`config.mk`:
```
export PLATFORM = sky130hd
export DESIGN_NAME = load_store_unit
export DESIGN_NICKNAME = d
export VERILOG_FILES = /design/src/rtl/lsu_pkg.sv /design/src/rtl/lsu_align.sv /design/src/rtl/load_store_unit.sv
export SDC_FILE = /design/constraint.sdc
export NUM_CORES = 1
export LEC_CHECK = 0
export ABC_AREA = 1
export BUFFER_PORTS_ARGS = -buffer_cell sky130_fd_sc_hd__buf_2
export CAP_MARGIN = 25
export CORE_MARGIN = 1.5
export CORE_UTILIZATION = 45
export DETAILED_ROUTE_END_ITERATION = 12
export PLACE_DENSITY = 0.75
export SYNTH_ARGS = -nofsm -noshare
export SYNTH_HDL_FRONTEND = slang
export SYNTH_SLANG_ARGS = --single-unit
export TNS_END_PERCENT = 1
```
`constraint.sdc`:
```
create_clock -name clk -period 3.95 [get_ports clk]
set_clock_uncertainty 0.1 [all_clocks]
set_input_delay 0.79 -clock clk [delete_from_list [all_inputs] [get_ports clk]]
set_output_delay 0.79 -clock clk [all_outputs]
set_load 0.005 [all_outputs]
```
`src/rtl/lsu_pkg.sv`:
```
// lsu_pkg: size encodings, FSM state type and counter-width helper for the load/store unit.
package lsu_pkg;
    localparam logic [1:0] SZ_BYTE = 2'b00;
    localparam logic [1:0] SZ_HALF = 2'b01;
    localparam logic [1:0] SZ_WORD = 2'b10;

    typedef enum logic [2:0] {IDLE, RD, RD_WAIT, WR, RESP} lsu_state_t;

    function automatic int lat_cnt_w(input int lat);
        return $clog2(lat + 1);
    endfunction
endpackage

```
`src/rtl/lsu_align.sv`:
```
// lsu_align: load extract/extend and store byte-lane merge (combinational).
module lsu_align
    import lsu_pkg::*;
(
    input  logic [1:0]  size_i,
    input  logic        sign_i,
    input  logic [1:0]  offs_i,
    input  logic [31:0] word_i,
    input  logic [31:0] wdata_i,
    output logic [31:0] load_o,
    output logic [31:0] store_o
);
    logic [4:0]  sh;
    logic [31:0] sw;
    logic [31:0] mask;

    // Size 11 falls through to the word path; half ignores offs_i[0].
    always_comb begin
        sh      = size_i == SZ_BYTE ? {offs_i, 3'b000} : size_i == SZ_HALF ? {offs_i[1], 4'b0000} : 5'd0;
        sw      = word_i >> sh;
        mask    = (size_i == SZ_BYTE ? 32'h0000_00FF : size_i == SZ_HALF ? 32'h0000_FFFF : 32'hFFFF_FFFF) << sh;
        load_o  = size_i == SZ_BYTE ? {{24{sign_i & sw[7]}}, sw[7:0]} :
                  size_i == SZ_HALF ? {{16{sign_i & sw[15]}}, sw[15:0]} : sw;
        store_o = (word_i & ~mask) | ((wdata_i << sh) & mask);
    end
endmodule

```
`src/rtl/load_store_unit.sv`:
```
// load_store_unit: byte/half/word load-store initiator for the word-addressed data memory.
// Define MISALIGN_TRAP_EN to flag misaligned half/word accesses instead of forcing alignment.
module load_store_unit
    import lsu_pkg::*;
#(
    parameter int MEM_RD_LATENCY = 1,
    parameter int MEM_IDX_W      = 10
) (
    input  logic        clk,
    input  logic        rst_n,
    input  logic        req_valid,
    output logic        req_ready,
    input  logic        req_is_store,
    input  logic [1:0]  req_size,
    input  logic        req_signed,
    input  logic [31:0] req_addr,
    input  logic [31:0] req_wdata,
    output logic        resp_valid,
    output logic [31:0] resp_rdata,
    output logic        resp_err,
    output logic [31:0] mem_address,
    output logic [31:0] mem_writeData,
    output logic        mem_MemR,
    output logic        mem_MemW,
    input  logic [31:0] mem_readData
);
    localparam int CW = lat_cnt_w(MEM_RD_LATENCY);

    lsu_state_t           state_q, state_d;
    logic [CW-1:0]        cnt_q, cnt_d;
    logic                 is_store_q, signed_q, err_q;
    logic [1:0]           size_q, offs_q;
    logic [MEM_IDX_W-1:0] addr_q;
    logic [31:0]          wdata_q, rdata_q, ld_word, st_word;
    logic                 accept, rd_done, mis;
    logic                 unused_addr;

    assign unused_addr = ^req_addr[31:MEM_IDX_W+2];

`ifdef MISALIGN_TRAP_EN
    assign mis = (req_size == SZ_HALF && req_addr[0]) || (req_size[1] && req_addr[1:0] != 2'b00);
`else
    assign mis = 1'b0;
`endif

    assign accept        = state_q == IDLE && req_valid;
    assign rd_done       = state_q == RD_WAIT && cnt_q == CW'(MEM_RD_LATENCY);
    assign req_ready     = state_q == IDLE;
    assign mem_MemR      = state_q == RD;
    assign mem_MemW      = state_q == WR;
    assign resp_valid    = state_q == RESP;
    assign resp_err      = resp_valid & err_q;
    assign resp_rdata    = rdata_q;
    assign mem_address   = 32'(addr_q);
    assign mem_writeData = wdata_q;

    lsu_align u_align (
        .size_i (size_q),
        .sign_i (signed_q),
        .offs_i (offs_q),
        .word_i (mem_readData),
        .wdata_i(wdata_q),
        .load_o (ld_word),
        .store_o(st_word)
    );

    always_comb begin
        state_d = state_q;
        cnt_d   = cnt_q;
        case (state_q)
            IDLE:    if (req_valid) state_d = mis ? RESP : (req_is_store && req_size[1]) ? WR : RD;
            RD: begin
                state_d = RD_WAIT;
                cnt_d   = CW'(1);
            end
            RD_WAIT: if (rd_done) state_d = is_store_q ? WR : RESP;
                     else cnt_d = cnt_q + CW'(1);
            WR:      state_d = RESP;
            default: state_d = IDLE;
        endcase
    end

    always_ff @(posedge clk) begin
        if (!rst_n) begin
            state_q    <= IDLE;
            cnt_q      <= '0;
            is_store_q <= 1'b0;
            signed_q   <= 1'b0;
            err_q      <= 1'b0;
            size_q     <= '0;
            offs_q     <= '0;
            addr_q     <= '0;
            wdata_q    <= '0;
            rdata_q    <= '0;
        end else begin
            state_q <= state_d;
            cnt_q   <= cnt_d;
            if (accept) begin
                is_store_q <= req_is_store;
                signed_q   <= req_signed;
                err_q      <= mis;
                size_q     <= req_size;
                offs_q     <= req_addr[1:0];
                addr_q     <= req_addr[MEM_IDX_W+1:2];
                wdata_q    <= req_wdata;
                rdata_q    <= '0;
            end
            // Sub-word stores reuse the write-data register to hold the merged word.
            if (rd_done) begin
                if (is_store_q) wdata_q <= st_word;
                else rdata_q <= ld_word;
            end
        end
    end
endmodule

```
# ---- Word level (Yosys, flattened, before mapping)
# Cells that the tools add are included.
dict set report totals {
  register_bits 84
  output_inout_bits 101
  input_bits 103
  wordCells 54
}
dict set report op_classes {
  eq_ne 8
  n_addsub 1
  bitwise 6
  n_reduce_logical 8
  muxes 19
  shift 3
}
# cell count
set ops {}
lappend ops {{$mux W32} 10}
lappend ops {{$and A32 B32 Y32} 2}
lappend ops {{$shl A32 B5 Y32} 2}
lappend ops {{$not A32 Y32} 1}
lappend ops {{$or A32 B32 Y32} 1}
lappend ops {{$shr A32 B5 Y32} 1}
lappend ops {{$pmux W3 S4} 1}
lappend ops {{$mux W5} 2}
lappend ops {{$mux W3} 3}
lappend ops {{$eq A3 B2 Y1 const B} 2}
lappend ops {{$ne A2 B2 Y1 const B} 3}
lappend ops {{$reduce_and A2 Y1} 2}
lappend ops {{$eq A3 B1 Y1 const B} 1}
lappend ops {{$eq A3 B3 Y1 const B} 1}
lappend ops {{$logic_and A1 B1 Y1} 3}
lappend ops {{$logic_not A3 Y1} 1}
lappend ops {{$and A1 B1 Y1} 2}
lappend ops {{$eq A2 B1 Y1 const B} 1}
lappend ops {{$logic_not A2 Y1} 1}
lappend ops {{$mux W2} 1}
lappend ops {{$pmux W1 S2} 1}
lappend ops {{$reduce_bool A2 Y1} 1}
lappend ops {{$add A1 B1 Y1 const B} 1}
lappend ops {{$mux W1} 1}

# ---- Logic depth before layout (Yosys ltp)
dict set report logic_depth {
  ltp_word 9
  mapped_depth 11
}

# ---- By module
# From an unflattened synthesis, not the netlist that was laid out.
dict set report unflattened {
  cells_unflattened 945
  area_unflattened_um2 5719.2
}
# mod instances seq_area_each_um2 area_per_inst_um2 cells_per_inst
set by_module_without_submodules {}
lappend by_module_without_submodules {load_store_unit 1 1681.6 3983.8 583}
lappend by_module_without_submodules {lsu_align 1 0.0 1735.4 362}

# ---- Least setup slack after synthesis
# Ideal clock, no wire load.
dict set report synth_timing {
  path_type {input -> register}
  startpoint {in rst_n}
  endpoint {reg rdata_q[0] (netlist: resp_rdata[0])}
  arrival_time_ns 1.479
  required_ns 3.737
  setup_time_ns 0.113
  slack_ns 2.258
  cell_stages 6
  cell_sequence {clkbuf_1 > inv_1 > clkbuf_1 > a21oi_1 > o21ai_1 > inv_1}
}
# item line
set synth_lines {}
lappend synth_lines {{start, declared} load_store_unit.sv:10} ;# input logic rst_n,
lappend synth_lines {{end signal, assigned} load_store_unit.sv:111} ;# else rdata_q <= ld_word;
lappend synth_lines {{end, declared} load_store_unit.sv:34} ;# logic [31:0] wdata_q, rdata_q, ld_word, st_word;

# ---- Final worst setup path
dict set report layout_timing {
  startpoint {reg size_q[1]}
  endpoint {reg rdata_q[11] (netlist: resp_rdata[11])}
}
dict set report layout_between {
  elab_chain_len 8
  elab_cells_between_ends 10
}
# item line
set layout_lines {}
lappend layout_lines {{start, declared} load_store_unit.sv:32} ;# logic [1:0] size_q, offs_q;
lappend layout_lines {{start signal, assigned} load_store_unit.sv:102} ;# size_q <= req_size;
lappend layout_lines {{$eq A2 B1 Y1} lsu_align.sv:19} ;# sh = size_i == SZ_BYTE ? {offs_i, 3'b000} : size_i == SZ_HALF ? {offs_i[1], 4'b0000} : 5'd0;
lappend layout_lines {{$mux W5 (2 in series)} lsu_align.sv:19}
lappend layout_lines {{$shr A32 B5 Y32} lsu_align.sv:20} ;# sw = word_i >> sh;
lappend layout_lines {{$mux W32 / $and A1 B1 Y1 (equally long branches)} {lsu_align.sv:23, lsu_align.sv:22}}
lappend layout_lines {{$mux W32 *} lsu_align.sv:22} ;# load_o = size_i == SZ_BYTE ? {{24{sign_i & sw[7]}}, sw[7:0]} :
lappend layout_lines {{$mux W32 *} load_store_unit.sv:110} ;# if (is_store_q) wdata_q <= st_word;
lappend layout_lines {{$mux W32 *} load_store_unit.sv:109} ;# if (rd_done) begin
# Every way passes the cells marked *; elsewhere a longest branch is shown, timed or not.
# A chain may end at the register's enable or synchronous reset.

==> impl_metrics.py <==
metrics = {
    "timing": {
        "finalMaxSlewViolations": 0,
        "rsz0062_at_grt": "no",
        "timing.slew.headroom": 0.485,
        "setup_viol": 0,
        "clock.fmax_mhz": 367,
        "setup_ws_ns": 1.23,
        "totalNegativeSetupSlack_ns": 0,
        "post-route-period-util": 0.690,
        "post-route-min-period_ns": 2.72,
        "worst_slew_pin_slew_ns": 0.771,
        "finalHoldViolCount": 0,
    },
    "clocking": {
        "post_cts_buffers": 0,
        "clkTransAtPathRegs_ns": 0.06,
        "h-tree-depth": 3,
        "cts_hold_buf": 0,
        "clock_path_buffers": 2,
        "cts_made_buffers": 9,
        "cts.sinks": 84,
        "cts-resized-gates": 0,
        "clk_latency_ns": 0.35,
        "cts_tree": "built",
        "cts_root_buf": "clkbuf_16",
    },
    "hold_path": {
        "hp-class": "register to register",
    },
    "global_route": {
        "grt_usage": 0.253,
        "grt_start_max_net_pins": 96,
        "antenna_found_initial": 0,
        "grt_pass1_vias": 4658,
        "grt_pass1_wl_um": 23700,
        "grt.overflow.total": 0,
    },
    "floorplanning": {
        "placementRows": 38,
        "initial_core_util": 0.469,
        "die_w_um": 110,
        "top_level_ports": 204,
        "die_h_um": 110,
        "core_area_um2": 11000,
        "die-area_um2": 12100,
    },
    "yosys": {
        "syn_avg_cell_area_um2": 6.37,
        "seq_area_frac_synth": 0.325,
        "synth_warnings": 0,
        "synth_edf_count": 0,
        "syn-cell-area_um2": 5170,
        "ys.flop_type": "dfxtp_1",
        "ys_ff_latch": 84,
        "ys_types": 32,
        "synthCells": 812,
        "async_reset_ff_frac": 0,
    },
    "critical_path": {
        "path_max_fanout": 54,
        "cp_num_buf_inv": 1,
        "cp_top_family": "simple AND/OR/NAND/NOR gates",
        "cp.required_ns": 4.12,
        "crit_top_cell": "nand2_1",
        "cp_cell_sequence": "nor2_8, nand2_4, nand2_1, inv_1, nand2_1, o211ai_1, nand2_1, a21oi_1",
        "critical_path_class": "register to register",
        "cp_slowest_cell": "dfxtp_1",
        "start_kind": "register",
        "arrival_ns": 2.90,
        "end_kind": "register",
        "crit_path_max_incr_delay_ns": 0.72,
    },
    "pwr": {
        "p_leak_uw": 0.00328,
        "powerDensity_nw_per_um2": 619,
        "max-vdd-ir-drop_mv": 0.322,
        "total_power_uw": 3780,
    },
    "routing": {
        "drtIter0Drc": 646,
        "num_vias": 5568,
        "wl_per_cell_um": 14.4,
        "antenna_left": 0,
        "drc_errors": 0,
        "vias_per_cell": 5.16,
        "drt-pass1-iter-count": 6,
        "routed_wl_um": 15500,
    },
    "layout": {
        "fin_nets": 1038,
        "num_antenna_cells": 0,
        "fin_util": 0.553,
        "area_growth_pct": 18.1,
        "drive_above_1_share": 0.236,
    },
    "placement": {
        "gp_congestion": 0.982,
        "place_hpwl_um": 11100,
        "place_ws_ns": 1.29,
        "portBuffers": 160,
    },
    "outcome": {
        "status": "finished, final reports clean",
    },
    "flow_run": {
        "maxCapViolCount": 0,
    },
}
tightest hold or removal path: stages (launching register included):
cell	delay (ns)
dfxtp_1	0.31
nand3_1	0.07
a21oi_1	0.06
placed cells by master (no fill, tap or decap), drive strengths merged, types with 8 or more instances in the layout:
cell,count
clkbuf,9
nand2,290
o21ai,62
nand3,47
dfxtp,84
conb,23
inv,80
a21oi,82
o211ai,28
nor2,42
buf,165
o22ai,8
layer usage:
metal  part of all wire  up-vias  track usage
met2               0.44      260        0.384
met5                  0        -            0
met1               0.45     2470        0.357
li1                   -     2816            -
met3              0.095       22       0.0623
met4              0.017        0       0.0696
cells by family (layout without fill, tap and decap cells):
family,count (synthesis),after routing,synth area share
flops,84,84,0.325
other cells,1,23,0.000725
compound gates,186,186,0.211
buf+inv,154,260,0.149
simple gates,387,387,0.314
synth_stat cells (all sizes together) (6+ instances only):
cell type / number / area [um2]
nand2: 290 / 1120
dfxtp: 84 / 1680
a21oi: 82 / 452
inv: 79 / 299
buf: 62 / 422
o21ai: 62 / 310
nand3: 47 / 263
nor2: 42 / 201
o211ai: 28 / 230
clkbuf: 13 / 48.8
o22ai: 8 / 50.1
nor3: 6 / 30.0
per-stage QoR:
stage          instance area [um2]  hold slack, ns  instances
4_1_cts                       6080           0.392       1079
2_1_floorplan                 5250           0.351        834
3_3_place_gp                  5800           0.374       1063
5_1_grt                       6100           0.410       1080
6_report                      6100           0.393       1080
3_5_place_dp                  5800           0.381       1063
worst paths after layout:
kind / start / endpoint / slack, ns / cells after the start
setup / recovery: size_q[1] / resp_rdata[11] / 1.23 / 8
hold / removal: resp_rdata[2] / resp_rdata[2] / 0.39 / 2
setup reg to reg: size_q[1] / resp_rdata[11] / 1.23 / 8
hold reg to reg: resp_rdata[2] / resp_rdata[2] / 0.39 / 2
layout make-up:
| class | count | area, um2 |
|---|---|---|
| clock inverters | 7 | 51.3 |
| multi-input cells | 596 | 2800 |
| flip-flops and latches | 84 | 1680 |
| clock buffers | 9 | 225 |
| well taps | 140 | 175 |
| repair buffers | 165 | 871 |
| fillers | 1173 | 4930 |
| inverters | 79 | 299 |
report_power, final:
part	switching, uW	total [uW]	internal, uW
clock network	371	800	428
registers	162	1200	1040
logic	1180	1780	601
Note: power is estimated with default switching activity, not from simulation.
